`config.mk`:
```
export PLATFORM = sky130hd
export DESIGN_NAME = word_packer
export DESIGN_NICKNAME = d
export VERILOG_FILES = /design/src/rtl/word_packer.sv
export SDC_FILE = /design/constraint.sdc
export NUM_CORES = 1
export LEC_CHECK = 0
export ABC_AREA = 1
export BUFFER_PORTS_ARGS = -buffer_cell sky130_fd_sc_hd__buf_2
export CORE_ASPECT_RATIO = 1.25
export CORE_MARGIN = 2
export CORE_UTILIZATION = 29
export CTS_BUF_LIST = sky130_fd_sc_hd__clkbuf_8
export DETAILED_ROUTE_END_ITERATION = 12
export PLACE_DENSITY = 0.59
export SYNTH_ARGS = -nofsm -noshare
export SYNTH_HDL_FRONTEND = slang
export SYNTH_SLANG_ARGS = --single-unit
```
`constraint.sdc`:
```
create_clock -name clk -period 5.84 [get_ports clk]
set_input_delay 1.752 -clock clk [delete_from_list [all_inputs] [get_ports clk]]
set_output_delay 1.752 -clock clk [all_outputs]
set_load 0.01 [all_outputs]
```
`src/rtl/word_packer.sv`:
```
// word_packer
//   Collects RATIO consecutive WIDTH-bit words from a registered-output FIFO
//   dequeue port into one RATIO*WIDTH-bit word (lane 0 = first word) and
//   presents it on a valid/ready output. in_data is sampled one cycle after
//   the accepting handshake. A partially filled word can be emitted on flush.
//
//   Optional build macro: WORD_PACKER_TIMEOUT_EN
//     When defined, a partial word idle for TIMEOUT cycles is flushed
//     automatically.
//
// Ports
//   clk, rst   : clock, asynchronous active-high reset
//   in_valid   : upstream word available (FIFO deq_valid)
//   in_ready   : packer accepts a word (drives FIFO deq_ready)
//   in_data    : word data, valid the cycle after the accepting handshake
//   flush      : single-cycle request to emit the partial word
//   out_valid  : packed word available
//   out_ready  : downstream accepts the packed word
//   out_data   : packed word
//   out_lanes  : number of populated lanes in out_data (1..RATIO)
//   busy       : partial word held, capture in flight or flush pending
module word_packer #(
    parameter int WIDTH   = 8,
    parameter int RATIO   = 4,
    parameter int TIMEOUT = 16
) (
    input  logic                       clk,
    input  logic                       rst,
    input  logic                       in_valid,
    output logic                       in_ready,
    input  logic [WIDTH-1:0]           in_data,
    input  logic                       flush,
    output logic                       out_valid,
    input  logic                       out_ready,
    output logic [RATIO*WIDTH-1:0]     out_data,
    output logic [$clog2(RATIO+1)-1:0] out_lanes,
    output logic                       busy
);

    localparam int IDXW = (RATIO > 1) ? $clog2(RATIO) : 1;
    localparam int LW   = $clog2(RATIO + 1);
    localparam int OW   = RATIO * WIDTH;
    localparam logic [IDXW-1:0] LAST_IDX   = IDXW'(RATIO - 1);
    localparam logic            MULTI_LANE = (RATIO > 1) ? 1'b1 : 1'b0;

    localparam logic [1:0] ST_IDLE       = 2'd0;
    localparam logic [1:0] ST_FILL       = 2'd1;
    localparam logic [1:0] ST_FLUSH_PEND = 2'd2;

    logic [IDXW-1:0] idx_r;
    logic            cap_r;
    logic [IDXW-1:0] cap_lane_r;
    logic            flush_pend_r;
    logic [OW-1:0]   buf_r;
    logic [1:0]      state_r;
    logic            out_valid_r;
    logic [OW-1:0]   out_data_r;
    logic [LW-1:0]   out_lanes_r;

    logic            in_ready_s;
    logic            hs_s;
    logic            hs_last_s;
    logic            out_free_s;
    logic            full_emit_s;
    logic            part_emit_s;
    logic            flush_set_s;
    logic            flush_pend_next_s;
    logic [IDXW-1:0] idx_next_s;
    logic [1:0]      state_next_s;
    logic [OW-1:0]   merged_s;
    logic            timeout_hit_s;

    // Handshake, emit and flush decisions for the coming edge.
    always_comb begin
        // The last lane is only accepted once the output register is empty
        // and no earlier capture is outstanding, so a full-word capture can
        // always land straight into the output register.
        in_ready_s  = !flush_pend_r && !((idx_r == LAST_IDX) && (out_valid_r || cap_r));
        hs_s        = in_valid && in_ready_s;
        hs_last_s   = hs_s && (idx_r == LAST_IDX);
        out_free_s  = !out_valid_r || out_ready;
        full_emit_s = cap_r && (cap_lane_r == LAST_IDX);
        part_emit_s = flush_pend_r && !cap_r && out_free_s;
        // A flush needs at least one lane that is not part of a completing
        // word: a last-lane handshake (or idx already wrapped) means the
        // word emits in full anyway.
        flush_set_s = (flush || timeout_hit_s) && MULTI_LANE && !flush_pend_r &&
                      !hs_last_s && ((idx_r != {IDXW{1'b0}}) || hs_s);

        if (part_emit_s) begin
            idx_next_s = {IDXW{1'b0}};
        end else if (hs_last_s) begin
            idx_next_s = {IDXW{1'b0}};
        end else if (hs_s) begin
            idx_next_s = idx_r + IDXW'(1);
        end else begin
            idx_next_s = idx_r;
        end

        if (part_emit_s) begin
            flush_pend_next_s = 1'b0;
        end else if (flush_set_s) begin
            flush_pend_next_s = 1'b1;
        end else begin
            flush_pend_next_s = flush_pend_r;
        end

        if (flush_pend_next_s) begin
            state_next_s = ST_FLUSH_PEND;
        end else if ((idx_next_s != {IDXW{1'b0}}) || hs_s) begin
            state_next_s = ST_FILL;
        end else begin
            state_next_s = ST_IDLE;
        end
    end

    // Assembly buffer with the in-flight capture merged into its lane.
    always_comb begin
        merged_s = buf_r;
        for (int i = 0; i < RATIO; i++) begin
            if (cap_r && (cap_lane_r == IDXW'(i))) begin
                merged_s[i*WIDTH +: WIDTH] = in_data;
            end else begin
                merged_s[i*WIDTH +: WIDTH] = buf_r[i*WIDTH +: WIDTH];
            end
        end
    end

    // Lane index, capture tracking, assembly buffer and state register.
    always_ff @(posedge clk or posedge rst) begin
        if (rst) begin
            idx_r        <= {IDXW{1'b0}};
            cap_r        <= 1'b0;
            cap_lane_r   <= {IDXW{1'b0}};
            flush_pend_r <= 1'b0;
            buf_r        <= {OW{1'b0}};
            state_r      <= ST_IDLE;
        end else begin
            idx_r        <= idx_next_s;
            cap_r        <= hs_s;
            flush_pend_r <= flush_pend_next_s;
            state_r      <= state_next_s;
            if (hs_s) begin
                cap_lane_r <= idx_r;
            end
            if (full_emit_s || part_emit_s) begin
                buf_r <= {OW{1'b0}};
            end else if (cap_r) begin
                buf_r <= merged_s;
            end
        end
    end

    // Output register: loads full or partial words, drops on pop.
    always_ff @(posedge clk or posedge rst) begin
        if (rst) begin
            out_valid_r <= 1'b0;
            out_data_r  <= {OW{1'b0}};
            out_lanes_r <= {LW{1'b0}};
        end else if (full_emit_s) begin
            out_valid_r <= 1'b1;
            out_data_r  <= merged_s;
            out_lanes_r <= LW'(RATIO);
        end else if (part_emit_s) begin
            out_valid_r <= 1'b1;
            out_data_r  <= buf_r;
            out_lanes_r <= LW'(idx_r);
        end else if (out_valid_r && out_ready) begin
            out_valid_r <= 1'b0;
        end
    end

`ifdef WORD_PACKER_TIMEOUT_EN
    localparam int TMW = $clog2(TIMEOUT + 1);
    logic [TMW-1:0] tmo_cnt_r;

    // Idle counter for auto-flush; holds at TIMEOUT until the flush lands.
    always_ff @(posedge clk or posedge rst) begin
        if (rst) begin
            tmo_cnt_r <= {TMW{1'b0}};
        end else if (hs_s || full_emit_s || part_emit_s) begin
            tmo_cnt_r <= {TMW{1'b0}};
        end else if ((state_r == ST_FILL) && !cap_r && (tmo_cnt_r != TMW'(TIMEOUT))) begin
            tmo_cnt_r <= tmo_cnt_r + TMW'(1);
        end
    end

    assign timeout_hit_s = (tmo_cnt_r == TMW'(TIMEOUT));
`else
    assign timeout_hit_s = 1'b0;
`endif

    assign in_ready  = in_ready_s;
    assign out_valid = out_valid_r;
    assign out_data  = out_data_r;
    assign out_lanes = out_lanes_r;
    assign busy      = (state_r != ST_IDLE);

endmodule
```
==> results.yml <==
outcome:
  outcome: "complete, no violations"
logic_synthesis:
  synth_cell_types: 23
  synthesis.nets: 346
  ys_warn_count: 0
  synth_area_per_cell_um2: 9.12
  syn-cell-area_um2: 3020
  ys_seq_area_frac: 0.622
  synthCells: 331
  ys_seq_elements: 75
job:
  drv_cap: 0
clock_tree:
  cts.path.max_buffers: 2
  cts-root-buf: "clkbuf_8"
  cts.sinks: 75
  tritoncts: "yes"
  cts_resized: 0
  clock_latency_ns: 0.34
  cts_setup_buffers: 0
  cts_buffers: 9
  htree_levels: 3
  postCtsHoldBufs: 0
  clk_pin_slew_worst_paths_ns: 0.07
timing:
  hold_viol: 0
  setup_viol: 0
  fin_skew_ns: 0.00602
  final_max_slew_viol_count: 0
  maxSlewHeadroom: 0.393
  period_share: 0.584
  fin_crit_ns: 3.41
  rsz0062_at_grt: "no"
  tightest_slew_ns: 0.908
  tns_ns: 0
  fmax_mhz: 293
die:
  initial_core_util: 0.299
  rows: 41
  ios: 51
  core-area_um2: 10100
  dieArea_um2: 11200
  die_x_um: 95.2
  die_y_um: 118
setup_path:
  cp_max_fo: 50
  cpMaxStageDelayCell: "inv_2"
  cp-start-kind: "input port"
  critPathCaptureType: "flop"
  path_class: "input port to flop"
  crit_top_cell: "nand2_2"
  arrival_ns: 3.60
  path_cells: "buf_2 > inv_1 > nand2_1 > nand2_2 > nand2_2 > inv_2 > o21ai_0"
  worst-endpoint-required_ns: 6.03
  max_stage_delay_ns: 0.76
drt:
  dr.first_iter.drc_count: 100
  vias: 2220
  drc: 0
  wl_um: 6430
  routed_via_density: 4.33
  ant_nets: 0
  dr.pass1.iters: 4
  wire_per_inst_um: 12.5
layout:
  nets: 394
  drive_gt1_frac: 0.193
  final_area_um2: 3570
  syn2layout_area_growth_pct: 18.2
  antennaDiodeCount: 0
grt:
  grt_start_max_net_pins: 51
  busiest_layer: "met2"
  grt-ovfl-total: 0
  antenna_found_initial: 0
  grt_pass1_vias: 2192
  grt_usage: 0.128
  grt_first_pass_wirelength_um: 11000
  met3_usage: 0.0346
  met2_usage: 0.194
  use_met1: 0.170
place:
  gp_congestion: 0.818
  place_area_um2: 3350
  dp_hpwl_um: 4440
  io_buffers: 50
worst_hold_path:
  min_path_type: "flop to flop"
power:
  leakage_nw: 1.92
  power_density_nw_per_um2: 515
  peakVddDrop_uv: 223
  power_mw: 1.84
-- power breakdown --
part           internal (mW)  switching [mW]
Combinational          0.203           0.389
Sequential             0.713           0.106
Clock                  0.240           0.188
-- routing by layer --
metal	wire [µm]	part of all wire
met3	331	0.051
met5	0	0
met4	146	0.023
met1	2950	0.46
met2	3010	0.47
-- path summary, 6_finish.rpt --
| check | startpoint | to | slack [ns] | cells past startpoint |
|---|---|---|---|---|
| worst max-delay path | out_ready | out_data[21] | 2.43 | 7 |
| worst min-delay path | out_data[15] | out_data[15] | 0.47 | 2 |
| worst max register to register | cap_r | out_data[21] | 3.31 | 4 |
| worst min register to register | out_data[15] | out_data[15] | 0.47 | 2 |
| max in group asynchronous | rst | buf_r[25] | 3.30 | 3 |
| min in group asynchronous | rst | out_data[16] | 1.55 | 2 |
-- cell type report --
cell class                      instances  area, µm²
Fill cell                            1036       6540
Sequential cell                        75       1880
Multi-Input combinational cell        206        920
Timing Repair Buffer                   51        258
Tap cell                              129        161
Inverter                               36        135
Clock buffer                            9        124
Clock inverter                          7       92.6
-- stage by stage --
step	hold slack [ns]	util	setup slack (ns)	instances
4_1_cts	0.475	0.353	2.40	513
6_report	0.466	0.353	2.43	513
3_5_place_dp	0.456	0.332	2.01	497
5_1_grt	0.507	0.353	2.08	513
2_1_floorplan	0.449	-	2.18	331
3_3_place_gp	0.457	0.332	2.07	497
-- state kept, by name, indices dropped and copies added (netlist names) --
name          flops
state_r           1
buf_r            32
idx_r             2
out_data         32
out_valid         1
out_lanes         3
cap_r             1
cap_lane_r        2
flush_pend_r      1
-- cell families (layout without fill, tap and decap cells) --
family	Yosys count	count (layout)	share of synthesized area
AND/OR/NAND/NOR	148	148	0.194
flip-flops	75	75	0.622
AO/OA/AOI/OAI	55	55	0.0995
buffers and inverters	50	103	0.0734
adder cells (fa/ha/maj)	2	2	0.00829
XOR/XNOR	1	1	0.00290
-- layout by cell type, fill, tap and decap left out --
master,count
ha_1,2
o21ai_0,25
bufinv_16,2
dfrtp_1,75
nand3_1,4
buf_4,1
a211oi_1,8
nand2_1,86
nand3_2,2
inv_1,34
a31oi_1,1
o21ai_1,2
a21oi_1,17
o21a_1,1
clkinv_4,2
clkinv_2,3
nand2_2,2
xor2_1,1
inv_2,2
buf_2,50
or2_2,1
clkbuf_8,9
nor2_1,51
nand4_1,2
o22ai_1,1
-- cell usage after synthesis, drive strengths merged --
master / number / share of area
buf: 13 / 0.027
a31oi: 1 / 0.0021
xor2: 1 / 0.0029
nand4: 2 / 0.0041
o21a: 1 / 0.0025
o22ai: 1 / 0.0021
clkbuf: 1 / 0.0012
o21ai: 27 / 0.045
dfrtp: 75 / 0.62
inv: 36 / 0.045
nand2: 88 / 0.11
nor2: 51 / 0.063
nand3: 6 / 0.013
or2: 1 / 0.0021
ha: 2 / 0.0083
a211oi: 8 / 0.020
a21oi: 17 / 0.028
-- critical path: cells and delay by family --
kind                   cells  cell delay [ns]
AO/OA/AOI/OAI              1             0.19
buffers and inverters      3             0.90
AND/OR/NAND/NOR            3             0.73
Note: power is estimated with default switching activity, not from simulation.
